## src/rtl/cpld_io_pkg.sv

```systemverilog
// cpld_io_pkg: shared frame geometry and field positions for the CPLD side of
// the FPGA simple-I/O serial link.
// Contents: frame length, bit-counter width, TX field positions, RX frame
// layout struct, and a helper that builds the word returned on cpld_miso.
package cpld_io_pkg;

  localparam int FRAME_BITS = 16;
  localparam int CNT_W      = $clog2(FRAME_BITS);
  localparam int DIP_W      = 8;
  localparam int NAV_W      = 5;

  // Positions inside the word sent back to the FPGA
  localparam int TX_SEL     = 14;
  localparam int TX_NAV_LSB = 9;
  localparam int TX_DIP_LSB = 1;

  typedef logic [FRAME_BITS-1:0] frame_t;

  // Received frame layout: segment pattern in the upper byte, LEDs in the lower
  typedef struct packed {
    logic [7:0] seg;
    logic [7:0] led;
  } rx_frame_t;

  function automatic frame_t tx_word(input logic             sel,
                                     input logic [NAV_W-1:0] nav,
                                     input logic [DIP_W-1:0] dip);
    frame_t w;
    w                        = '0;
    w[TX_SEL]                = sel;
    w[TX_NAV_LSB +: NAV_W]   = nav;
    w[TX_DIP_LSB +: DIP_W]   = dip;
    return w;
  endfunction

endpackage

```

## src/rtl/cpld_io_sync.sv

```systemverilog
// cpld_io_sync: STAGES-deep flop synchroniser for asynchronous inputs, with an
// optional rise/fall detector on the synchronised level.
// Latency: o_dat follows i_dat after STAGES clk; o_rise/o_fall are high for the
// one clk in which o_dat changes, so a consumer acts STAGES+1 clk after the pin.
// Backpressure: none, free-running.
// Ports: clk, rstn (sync, active-low), i_dat (async in), o_dat (synchronised),
//        o_rise / o_fall (one-clk strobes, tied low when EDGE_DET is 0).
module cpld_io_sync #(
  parameter int STAGES   = 2,
  parameter int WIDTH    = 1,
  parameter bit EDGE_DET = 1'b0
) (
  input  logic             clk,
  input  logic             rstn,
  input  logic [WIDTH-1:0] i_dat,
  output logic [WIDTH-1:0] o_dat,
  output logic [WIDTH-1:0] o_rise,
  output logic [WIDTH-1:0] o_fall
);

  logic [WIDTH-1:0] r_stage [STAGES];

  always_ff @(posedge clk) begin
    if (!rstn) begin
      for (int i = 0; i < STAGES; i++) r_stage[i] <= '0;
    end else begin
      r_stage[0] <= i_dat;
      for (int i = 1; i < STAGES; i++) r_stage[i] <= r_stage[i-1];
    end
  end

  assign o_dat = r_stage[STAGES-1];

  generate
    if (EDGE_DET) begin : g_edge
      logic [WIDTH-1:0] r_prev;

      always_ff @(posedge clk) begin
        if (!rstn) r_prev <= '0;
        else       r_prev <= o_dat;
      end

      assign o_rise = o_dat & ~r_prev;
      assign o_fall = ~o_dat & r_prev;
    end else begin : g_no_edge
      assign o_rise = '0;
      assign o_fall = '0;
    end
  endgenerate

endmodule

```

## src/rtl/cpld_io_slave.sv

```systemverilog
// cpld_io_slave: CPLD end of the 16-bit FPGA serial link; receives LED and
// 7-segment frames, returns switch state, drives LEDs and a 2-digit display.
// Latency: frame takes effect SYNC_STAGES+1 clk after the final cpld_clk rise;
// backpressure: none, the FPGA owns framing, malformed frames raise frame_err.
// Optional feature macro: LINK_WDOG_EN (link-loss watchdog blanks the outputs).
// Ports:
//   clk, rstn            CPLD clock, synchronous active-low reset
//   cpld_clk/load/mosi   serial link from FPGA (async, LSB first, load on bit 15)
//   cpld_miso            serial link to FPGA, changes on cpld_clk falls
//   dipsw, navsw         async switches, returned in the next TX word
//   led                  active-high LEDs
//   seg_n, dig_n         active-low segments {dp,g..a} and digit enables
//   frame_err            one-clk pulse when load arrives on the wrong bit
module cpld_io_slave #(
  parameter int SYNC_STAGES = 2,
  parameter int MUX_DIV     = 4096,
  parameter int WDOG_CYCLES = 1048576
) (
  input  logic       clk,
  input  logic       rstn,
  input  logic       cpld_clk,
  input  logic       cpld_load,
  input  logic       cpld_mosi,
  output logic       cpld_miso,
  input  logic [7:0] dipsw,
  input  logic [4:0] navsw,
  output logic [7:0] led,
  output logic [7:0] seg_n,
  output logic [1:0] dig_n,
  output logic       frame_err
);

  import cpld_io_pkg::*;

  localparam int MUX_W = (MUX_DIV > 1) ? $clog2(MUX_DIV) : 1;

  generate
    if (SYNC_STAGES < 2 || MUX_DIV < 2 || WDOG_CYCLES < 1) begin : g_bad_param
      $error("cpld_io_slave: SYNC_STAGES>=2, MUX_DIV>=2, WDOG_CYCLES>=1 required");
    end
  endgenerate

  // ---------------------------------------------------------------- sync
  logic             w_clk_rise;
  logic             w_clk_fall;
  logic             w_cclk_lvl_unused;
  logic             w_load_s;
  logic             w_mosi_s;
  logic [DIP_W-1:0] w_dip_s;
  logic [NAV_W-1:0] w_nav_s;
  logic [14:0]      w_data_rise_unused;
  logic [14:0]      w_data_fall_unused;

  cpld_io_sync #(
    .STAGES   (SYNC_STAGES),
    .WIDTH    (1),
    .EDGE_DET (1'b1)
  ) u_sync_cclk (
    .clk    (clk),
    .rstn   (rstn),
    .i_dat  (cpld_clk),
    .o_dat  (w_cclk_lvl_unused),
    .o_rise (w_clk_rise),
    .o_fall (w_clk_fall)
  );

  cpld_io_sync #(
    .STAGES   (SYNC_STAGES),
    .WIDTH    (15),
    .EDGE_DET (1'b0)
  ) u_sync_data (
    .clk    (clk),
    .rstn   (rstn),
    .i_dat  ({navsw, dipsw, cpld_mosi, cpld_load}),
    .o_dat  ({w_nav_s, w_dip_s, w_mosi_s, w_load_s}),
    .o_rise (w_data_rise_unused),
    .o_fall (w_data_fall_unused)
  );

  // ---------------------------------------------------------------- link
  logic [FRAME_BITS-1:0] r_rx_shr;
  logic [FRAME_BITS-1:0] r_tx_shr;
  logic [CNT_W-1:0]      r_bit_cnt;
  logic                  r_miso;
  logic                  r_sel;
  logic                  r_frame_err;
  logic [7:0]            r_led;
  logic [7:0]            r_pat [2];

  frame_t    w_rx_next;
  rx_frame_t w_rx_fields;
  logic      w_cnt_last;

  // The bit arriving with load is shifted in before the frame is judged, so
  // fields are taken from the post-shift value.
  assign w_rx_next   = {w_mosi_s, r_rx_shr[FRAME_BITS-1:1]};
  assign w_rx_fields = rx_frame_t'(w_rx_next);
  assign w_cnt_last  = (r_bit_cnt == CNT_W'(FRAME_BITS - 1));

  always_ff @(posedge clk) begin
    if (!rstn) begin
      r_rx_shr    <= '0;
      r_tx_shr    <= '0;
      r_bit_cnt   <= '0;
      r_miso      <= 1'b0;
      r_sel       <= 1'b0;
      r_frame_err <= 1'b0;
      r_led       <= '0;
      r_pat[0]    <= '0;
      r_pat[1]    <= '0;
    end else begin
      r_frame_err <= 1'b0;
      if (w_clk_rise) begin
        r_rx_shr <= w_rx_next;
        if (w_load_s) begin
          r_bit_cnt <= '0;
          if (w_cnt_last) begin
            r_led        <= w_rx_fields.led;
            r_pat[r_sel] <= w_rx_fields.seg;
            r_sel        <= ~r_sel;
            r_tx_shr     <= tx_word(~r_sel, w_nav_s, w_dip_s);
          end else begin
            // Short/long frame: keep all display state, resync the TX word
            r_frame_err <= 1'b1;
            r_tx_shr    <= tx_word(r_sel, w_nav_s, w_dip_s);
          end
        end else begin
          r_bit_cnt <= r_bit_cnt + CNT_W'(1);
        end
      end else if (w_clk_fall) begin
        r_miso   <= r_tx_shr[0];
        r_tx_shr <= {1'b0, r_tx_shr[FRAME_BITS-1:1]};
      end
    end
  end

  assign cpld_miso = r_miso;
  assign frame_err = r_frame_err;

  // ---------------------------------------------------------------- display mux
  logic [MUX_W-1:0] r_mux_cnt;
  logic             r_dmux;
  logic             r_mux_on;   // digits stay dark until the first slot wrap

  always_ff @(posedge clk) begin
    if (!rstn) begin
      r_mux_cnt <= '0;
      r_dmux    <= 1'b0;
      r_mux_on  <= 1'b0;
    end else if (r_mux_cnt == MUX_W'(MUX_DIV - 1)) begin
      r_mux_cnt <= '0;
      r_dmux    <= ~r_dmux;
      r_mux_on  <= 1'b1;
    end else begin
      r_mux_cnt <= r_mux_cnt + MUX_W'(1);
    end
  end

  // ---------------------------------------------------------------- watchdog
  logic w_blank;

`ifdef LINK_WDOG_EN
  localparam int WDOG_W = $clog2(WDOG_CYCLES + 1);

  logic [WDOG_W-1:0] r_wdog_cnt;

  always_ff @(posedge clk) begin
    if (!rstn) begin
      r_wdog_cnt <= '0;
    end else if (w_clk_rise && w_load_s && w_cnt_last) begin
      r_wdog_cnt <= '0;
    end else if (r_wdog_cnt != WDOG_W'(WDOG_CYCLES)) begin
      r_wdog_cnt <= r_wdog_cnt + WDOG_W'(1);
    end
  end

  // Blanking only masks the outputs; held LED/pattern registers survive.
  assign w_blank = (r_wdog_cnt == WDOG_W'(WDOG_CYCLES));
`else
  assign w_blank = 1'b0;
`endif

  // ---------------------------------------------------------------- outputs
  always_comb begin
    led   = r_led;
    seg_n = ~r_pat[r_dmux];
    dig_n = !r_mux_on ? 2'b11 : (r_dmux ? 2'b01 : 2'b10);
    if (w_blank) begin
      led   = '0;
      seg_n = 8'hFF;
      dig_n = 2'b11;
    end
  end

endmodule

```

## config.mk

```make
export PLATFORM = sky130hd
export DESIGN_NAME = cpld_io_slave
export DESIGN_NICKNAME = d
export VERILOG_FILES = /design/src/rtl/cpld_io_pkg.sv /design/src/rtl/cpld_io_sync.sv /design/src/rtl/cpld_io_slave.sv
export SDC_FILE = /design/constraint.sdc
export NUM_CORES = 1
export LEC_CHECK = 0
export BUFFER_PORTS_ARGS = -buffer_cell sky130_fd_sc_hd__buf_2
export CAP_MARGIN = 20
export CORE_ASPECT_RATIO = 1.2
export CORE_MARGIN = 3
export CORE_UTILIZATION = 30
export DETAILED_ROUTE_END_ITERATION = 16
export PLACE_DENSITY = 0.6
export SYNTH_ARGS = -nofsm -noshare
export SYNTH_HDL_FRONTEND = slang
export SYNTH_SLANG_ARGS = --single-unit
```

## constraint.sdc

```tcl
create_clock -name clk -period 2.3 [get_ports clk]
set_clock_uncertainty 0.15 [all_clocks]
set_input_delay 0 -clock clk [delete_from_list [all_inputs] [get_ports clk]]
set_output_delay 0 -clock clk [all_outputs]
set_load 0.03 [all_outputs]
```

### Yosys cells after proc, flatten, opt, wreduce, memory -nomap -nowiden

Memories as Yosys holds them, arrays and structs flattened. A register that Yosys moved wholly into a read port is not among the register bits.
Cells that the tools add are included.

| word-level totals | value |
|---|---|
| bits in writable memories | 48 |
| bits of input ports | 18 |
| memories kept | 3 |
| flip-flop bits (word level) | 62 |
| output and inout port bits | 20 |

| cells by class | value |
|---|---|
| muxes and demuxes | 24 |
| equality and inequality tests | 3 |
| reduce and logical (&&, ||, !) cells | 7 |
| add/subtract/negate cells | 2 |
| bitwise gates (word level) | 13 |

Memory list:

| memory | depth | width | read ports | clocked after Yosys merged registers in | wr ports | line | text |
|---|---|---|---|---|---|---|---|
| u_sync_data.r_stage | 2 | 15 | 2 | 0 | 2 | cpld_io_sync.sv:21 | `logic [WIDTH-1:0] r_stage [STAGES];` |
| r_pat | 2 | 8 | 1 | 1 | 2 | cpld_io_slave.sv:88 | `logic [7:0] r_pat [2];` |
| u_sync_cclk.r_stage | 2 | 1 | 2 | 0 | 2 | cpld_io_sync.sv:21 |  |

Operators with widths:

| kind | number |
|---|---|
| 2-to-1 mux 16 bit | 3 |
| 2-to-1 mux 15 bit | 3 |
| 2-to-1 mux 1 bit | 14 |
| adder 12 x 1 -> 12 bit (second input constant) | 1 |
| equality test 12 bit (second input constant) | 1 |
| 2-to-1 mux 8 bit | 1 |
| NOT 8 bit | 1 |
| OR reduction 8 bit | 1 |
| NOT 1 bit | 6 |
| AND reduction 3 bit | 2 |
| adder 4 x 1 -> 4 bit (second input constant) | 1 |
| equality test 4 bit (second input constant) | 1 |
| 2-to-1 mux 2 bit | 2 |
| 2-to-1 mux 4 bit | 1 |
| bitwise OR 1 bit | 4 |
| AND reduction 2 bit | 2 |
| AND 1 bit | 2 |
| inequality test 2 x 1 -> 1 bit (second input constant) | 1 |
| nonzero test 2 bit | 1 |
| OR reduction 2 bit | 1 |

### Depth between registers and ports, before layout

Gate-level depths: netlist of run 1.

| depth | value |
|---|---|
| depth in word-level cells | 8 |
| depth in mapped cells | 6 |
| depth with buffers taken out | 5 |

### By module

A second synthesis of run 1 with hierarchy kept.

| unflattened totals | value |
|---|---|
| cells, all modules | 424 |
| area, all modules | 4,377.9 um^2 |

Modules (own cells, without submodules):

| module | times used | area an instance (um^2) | cells each | sequential area each (um^2) |
|---|---|---|---|---|
| cpld_io_slave | 1 | 3,133.0 | 307 | 1,681.6 |
| cpld_io_sync (u_sync_data) | 1 | 1,153.6 | 109 | 600.6 |
| cpld_io_sync (u_sync_cclk) | 1 | 91.3 | 8 | 60.1 |

### Worst setup path before layout of run 1

No wires, ideal clock.

| path | value |
|---|---|
| kind | register to register |
| start point | reg r_bit_cnt[0] |
| end point | mem r_pat[0][0], enable pin |
| buffers on the path | 1 |
| setup slack | 2 ps |
| arrival | 1,764 ps |
| setup time | 384 ps |
| period minus slack after synthesis | 2,298 ps |
| stages on the path, launching flop included | 6 |
| cells stage by stage | dfxtp_1 -> ha_1 -> nand3_2 -> or2_1 -> buf_2 -> o21ai_0 |

RTL lines:

| what | line | text |
|---|---|---|
| start: declaration | cpld_io_slave.sv:83 | `logic [CNT_W-1:0] r_bit_cnt;` |
| start signal: assignment | cpld_io_slave.sv:128 | `r_bit_cnt <= r_bit_cnt + CNT_W'(1);` |
| end: declaration | cpld_io_slave.sv:88 |  |

==> impl_metrics.yaml, run 1 <==
logic_synthesis:
  synth_cell_types: 37
  synth-main-ff-cell: "dfxtp_1"
  syn_area_um2: 4080
  yosys_warnings: 0
  synth_area_leaders: "dfxtp_1, edfxtp_1, and2_1"
  async_flop_share: 0
  synth_edf_count: 16
  yosys-top-cells-count: "dfxtp_1, nand2_1, and2_1"
  synth_seq_cells: 109
  syn_nets: 421
  synth_top_cell_by_area: "dfxtp_1"
  syn_inst: 401
  yosysSeqAreaShare: 0.574
  yosysMostFrequentCell: "dfxtp_1"
  synth_top_area_frac: 0.456
  postSynthAreaPerCell_um2: 10.2
final_layout:
  diodes: 0
  final_area_um2: 4900
  area_growth_syn_to_layout_pct: 19.9
  fin_cells: 622
  fin_nets: 469
  drive_above_1_share: 0.141
  fill_cells: 1297
detailed_routing:
  avgViaCountPerCell: 4.41
  drcViolationCount: 0
  first_pass_iters: 4
  drt-total-wl_um: 6740
  wl_per_cell_um: 10.8
  vias: 2742
  ant_nets: 0
  drt_first_iter_violations: 92
clocking:
  clkLatencyLatePin_ns: 0.34
  clock-sinks: 109
  cts.reportedPaths.clkPinSlew_ns: 0.07
  cts_tree: "done"
  cts_setup_buffers: 0
  ctsHtreeMaxLevel: 3
  cts_made_buffers: 9
  cts_buffer_depth: 2
  root_buffer: "clkbuf_16"
sta:
  drv_slew: 0
  setup_violations: 0
  fin_crit_sh: 0.876
  finalHoldViolCount: 0
  whs_ns: 0.242
  min_period_ns: 2.01
  setup_ws_ns: 0.285
  finalSetupTns_ns: 0
  max_freq_mhz: 496
  worstMarginPinSlew_ns: 0.458
  relSlewSlack: 0.695
  grt_setup_unrepaired: "no"
worst_setup_path:
  startpoint_type: "register"
  critPathCaptureType: "register"
  max_stage_delay_ns: 0.43
  cp_slowest_cell: "or2_1"
  crit_cells: 5
  cp_num_buf_inv: 1
  arrival_ns: 1.92
  crit_family: "simple AND/OR/NAND/NOR gates"
  crit_fanout: 11
  reg2regPathDepth: 5
  path_cells: "ha_1 -> nand3_2 -> or2_1 -> o21ai_0 -> buf_4"
  critPathKind: "register to register"
  worst-endpoint-required_ns: 2.20
global_route:
  grt_pass1_vias: 2596
  busiest_layer: "met2"
  gr-total-overflow: 0
  met2_usage: 0.158
  use_met1: 0.109
  grt_first_pass_wirelength_um: 11600
  antenna_found_initial: 0
  grt_usage: 0.0939
  grt_max_degree: 72
  met3_usage: 0.0217
floorplan:
  die_h_um: 134
  core_um2: 13300
  start_util: 0.307
  dieWidth_um: 112
  pin_count: 38
  die_area_um2: 15100
  rows: 46
hold_path:
  hold_path_depth: 3
  hold_class: "input port to register"
outcome:
  outcome: "finished clean"
place:
  gp_congestion: 0.727
  io_buffers: 37
  place_ws_ns: 0.284
  post_dp_cell_area_um2: 4440
  dp.cells: 589
  hpwl_um: 4370
power:
  power.density_nw_per_um2: 750
  ir_worst_vdd_mv: 0.357
  leakagePower_uw: 0.00198
run:
  drv_cap: 0
## state kept, by name, summed over array words and instances (netlist names), 2 cells and up, named ones only
signal and flops:
r_rx_shr 15, r_tx_shr 15, u_sync_data.r_stage 30, r_mux_cnt 12, r_bit_cnt 4, r_pat 16
u_sync_cclk.r_stage 2, led 8
## what timing repair did
action	CTS	global route
endpoints found under the hold margin	33	0
resized for setup	0	0
hold buffers	17	0
## final timing paths
| path | from | end | slack, ns |
|---|---|---|---|
| max | r_bit_cnt[0]$_SDFFE_PN0N_ | r_pat[0][3]$_SDFFCE_PN0P_ | 0.29 |
| min | dipsw[0] | u_sync_data.r_stage[0][2]$_SDFF_PN0_ | 0.24 |
| max reg2reg | r_bit_cnt[0]$_SDFFE_PN0N_ | r_pat[0][3]$_SDFFCE_PN0P_ | 0.29 |
| min reg2reg | u_sync_data.r_stage[0][7]$_SDFF_PN0_ | u_sync_data.r_stage[0][22]$_SDFF_PN0_ | 0.28 |
## logic make-up after synthesis
kind of cell	after synthesis	share of synthesized area
buffers and inverters	25	0.0273
DFF	109	0.574
xor gates and xnor gates	11	0.0236
muxes	12	0.0294
adders and majority gates	2	0.00613
and+or+nand+nor	192	0.244
AOI/OAI and AO/OA	50	0.0959
## cell usage in the layout, fill, tap and decap left out, drive strengths merged
master and instances:
dfxtp 93, nand2 82, and2 56, buf 44, a21boi 26, nand3 22, dlygate4sd3 17, edfxtp 16
o211a 13, clkbuf 13, mux2i 12, nor2 10, xnor2 6, o21ai 6, xor2 5, nand2b 4
nor2b 4, and4 3, and3 2, nand4 2, a21oi 2, ha 2, nand3b 2, inv 2
or2 1, nor3b 1, a31oi 1, or4 1, a41oi 1, o21a 1, nor4b 1, nor3 1
clkinv 1, bufinv 1
## per-stage QoR
stage,util,power (uW)
2_1_floorplan,-,2140
3_3_place_gp,0.334,2180
3_5_place_dp,0.334,2190
4_1_cts,0.368,3720
5_1_grt,0.368,3820
6_report,0.368,3670
## power by group
part           total, uW  internal, uW  switching [uW]  leakage, uW
combinational        164          80.6            83.5     0.000915
sequential          2000          1980            20.6     0.000923
clock               1510           853             656     0.000138
total               3670          2910             760      0.00198
## metal layers
metal / routed length (um) / vias to the layer above
met5: 0 / -
met4: 138 / 0
met3: 280 / 9
met2: 3250 / 54
met1: 3070 / 1246
li1: - / 1433
## worst min-delay path, stage by stage
cell and delay (ns):
dlygate4sd3_1 0.51, buf_2 0.09, and2_1 0.10
## final cells by class
class	instances	area [um^2]	area share
inverters	1	3.75	0.000767
multi-input cells	267	1630	0.333
flip-flops and latches	109	2340	0.478
clock buffers	13	240	0.0491
well taps	168	210	0.0429
repair buffers	61	420	0.0859
clock inverters	3	47.5	0.00971
Note: power is estimated with default switching activity, not from simulation.
==> run 2, diff against run 1 <==
ABC_AREA = 1   (was not set)
==> impl_metrics.yaml, run 2 <==
floorplan:
  rows: 45
  dieWidth_um: 112
  die_h_um: 133
  die_area_um2: 14900
  core_um2: 12900
  start_util: 0.314
  pin_count: 38
detailed_routing:
  drt-total-wl_um: 7260
  wl_per_cell_um: 10.1
  drcViolationCount: 0
  drt_first_iter_violations: 113
  first_pass_iters: 4
  vias: 3082
  ant_nets: 0
  avgViaCountPerCell: 4.29
global_route:
  gr-total-overflow: 0
  antenna_found_initial: 0
  grt_first_pass_wirelength_um: 12700
  grt_max_degree: 53
  grt_pass1_vias: 2950
  grt_usage: 0.101
hold_path:
  hold_path_depth: 4
  hold_class: "input port to register"
  whs_endpoint: "u_sync_data.r_stage[0][6]$_SDFF_PN0_"
  hold_path.startpoint: "dipsw[4]"
logic_synthesis:
  syn_area_um2: 4040
  yosys-top-cells-count: "nand2_1, dfxtp_1, nor2_1"
  yosys_warnings: 0
  syn_nets: 516
  synth_seq_cells: 109
  synth_top_area_frac: 0.460
  yosysMostFrequentCell: "nand2_1"
  synth_edf_count: 16
  async_flop_share: 0
  synth_cell_types: 25
  syn_inst: 496
  postSynthAreaPerCell_um2: 8.15
  synth_area_leaders: "dfxtp_1, edfxtp_1, nand2_1"
  synth_top_cell_by_area: "dfxtp_1"
  yosysSeqAreaShare: 0.579
  synth-main-ff-cell: "dfxtp_1"
sta:
  max_freq_mhz: 537
  worstMarginPinSlew_ns: 0.520
  fin_crit_sh: 0.810
  drv_slew: 0
  setup_violations: 0
  relSlewSlack: 0.654
  setup_ws_ns: 0.438
  min_period_ns: 1.86
  grt_setup_unrepaired: "no"
  finalSetupTns_ns: 0
  finalHoldViolCount: 0
worst_setup_path:
  startpoint_type: "register"
  reg2regPathDepth: 5
  critPathCaptureType: "register"
  path_cells: "ha_1 -> nand3_1 -> nor2_2 -> nand3_4 -> nand2_1"
  rr_endpoint: "r_pat[0][0]$_SDFFCE_PN0P_"
  r2r_slack_ns: 0.44
  critPathKind: "register to register"
  worst-endpoint-required_ns: 2.16
  arrival_ns: 1.72
  crit-reg2reg-launch: "r_bit_cnt[1]$_SDFFE_PN0N_"
  crit_fanout: 9
  cp_slowest_cell: "dfxtp_1"
  max_stage_delay_ns: 0.36
outcome:
  outcome: "finished clean"
place:
  dp.cells: 683
  io_buffers: 37
  hpwl_um: 4830
  gp_congestion: 0.756
  place_ws_ns: 0.446
final_layout:
  drive_above_1_share: 0.114
  diodes: 0
  fin_cells: 718
  regMostFlops: "u_sync_data.r_stage"
  fin_nets: 569
  top_regs: "u_sync_data.r_stage x30, r_pat x16"
  final_util: 0.376
  largest_reg_flops: 30
  area_growth_syn_to_layout_pct: 20.0
  layout_commonest_cell: "nand2_1"
  fill_cells: 1288
  final_cell_mix: "nand2_1, nor2_1, dfxtp_1"
clocking:
  cts_buffer_depth: 2
  clock-sinks: 109
  post_cts_resized: 0
  ctsHtreeMaxLevel: 3
  cts_tree: "done"
  root_buffer: "clkbuf_16"
  cts.reportedPaths.clkPinSlew_ns: 0.07
  cts_made_buffers: 9
  clkLatencyLatePin_ns: 0.34
power:
  power_uw: 3600
  power.density_nw_per_um2: 742
  leakagePower_uw: 0.00220
  ir_worst_vdd_mv: 0.406
run:
  drv_cap: 0
-- run 2: cell types whose count changed in the layout (fill, tap and decap cells not counted), moves of 4 or more --
cell      change
nor2_1       +85
inv_1        +61
and2_1       -56
o21ai_0      +33
nand2_1      +29
a21boi_0     -25
a21oi_1      +13
o211a_1      -13
nand3_1      -10
nor3_1        +9
xnor2_1       -5
mux2i_1       -4
nand2b_1      -4
-- run 2: stage by stage --
stage / area (um^2) / hold WS (ns)
after floorplan: 4040 / -0.0524
after global placement: 4400 / 0.0342
after detailed placement: 4400 / 0.0350
after CTS: 4850 / 0.208
after global routing: 4850 / 0.234
final: 4850 / 0.213
-- run 2: worst max-delay path by stage --
stage / from / slack [ns] / end
final: r_bit_cnt[1]$_SDFFE_PN0N_ / 0.44 / r_pat[0][0]$_SDFFCE_PN0P_
after global routing: r_bit_cnt[1]$_SDFFE_PN0N_ / 0.26 / r_pat[1][6]$_SDFFCE_PN0P_
after CTS: r_bit_cnt[1]$_SDFFE_PN0N_ / 0.43 / r_pat[0][5]$_SDFFCE_PN0P_
after detailed placement: r_bit_cnt[1]$_SDFFE_PN0N_ / 0.45 / r_pat[0][5]$_SDFFCE_PN0P_
after global placement: r_bit_cnt[0]$_SDFFE_PN0N_ / 0.53 / r_pat[0][5]$_SDFFCE_PN0P_
after floorplan: r_bit_cnt[0]$_SDFFE_PN0N_ / 0.57 / r_pat[0][0]$_SDFFCE_PN0P_
-- run 2: where the power goes --
group          internal [uW]  switching (uW)
sequential              2000            28.4
combinational           78.4             114
clock                    736             648
total                   2810             790
-- run 2: repair_timing --
action	CTS	global route
setup buffers	0	0
endpoints found under the hold margin	19	0
hold buffers	19	0
-- run 2: area by class of cell --
type | count | area (um^2) | share of cell area
inverters | 63 | 236 | 0.0487
flip-flops and latches | 109 | 2340 | 0.483
clock inverters | 4 | 26.3 | 0.00542
clock buffers | 12 | 236 | 0.0487
well taps | 164 | 205 | 0.0423
multi-input cells | 304 | 1370 | 0.283
repair buffers | 62 | 433 | 0.0892
-- run 2: logic make-up (layout without fill, tap and decap cells) --
logic type	Yosys count	in the layout	share of synthesized area
flops	109	109	0.579
mux	8	8	0.0198
xor+xnor	4	4	0.00866
buf+inv	83	141	0.0814
fa+ha+maj	2	2	0.00619
simple gates	237	237	0.239
compound gates	53	53	0.0656
-- run 2: per-layer routing --
| layer | part of all wire | global-route usage |
|---|---|---|
| met4 | 0.017 | 0.0421 |
| met5 | 0 | 0 |
| met3 | 0.046 | 0.0273 |
| met1 | 0.48 | 0.123 |
| met2 | 0.46 | 0.170 |
-- run 2: worst max-delay path, delay by kind of cell, from the launching register on --
family        cells  cell delay, ns
fa+ha+maj         1            0.22
simple gates      4            0.79
flops             1            0.36
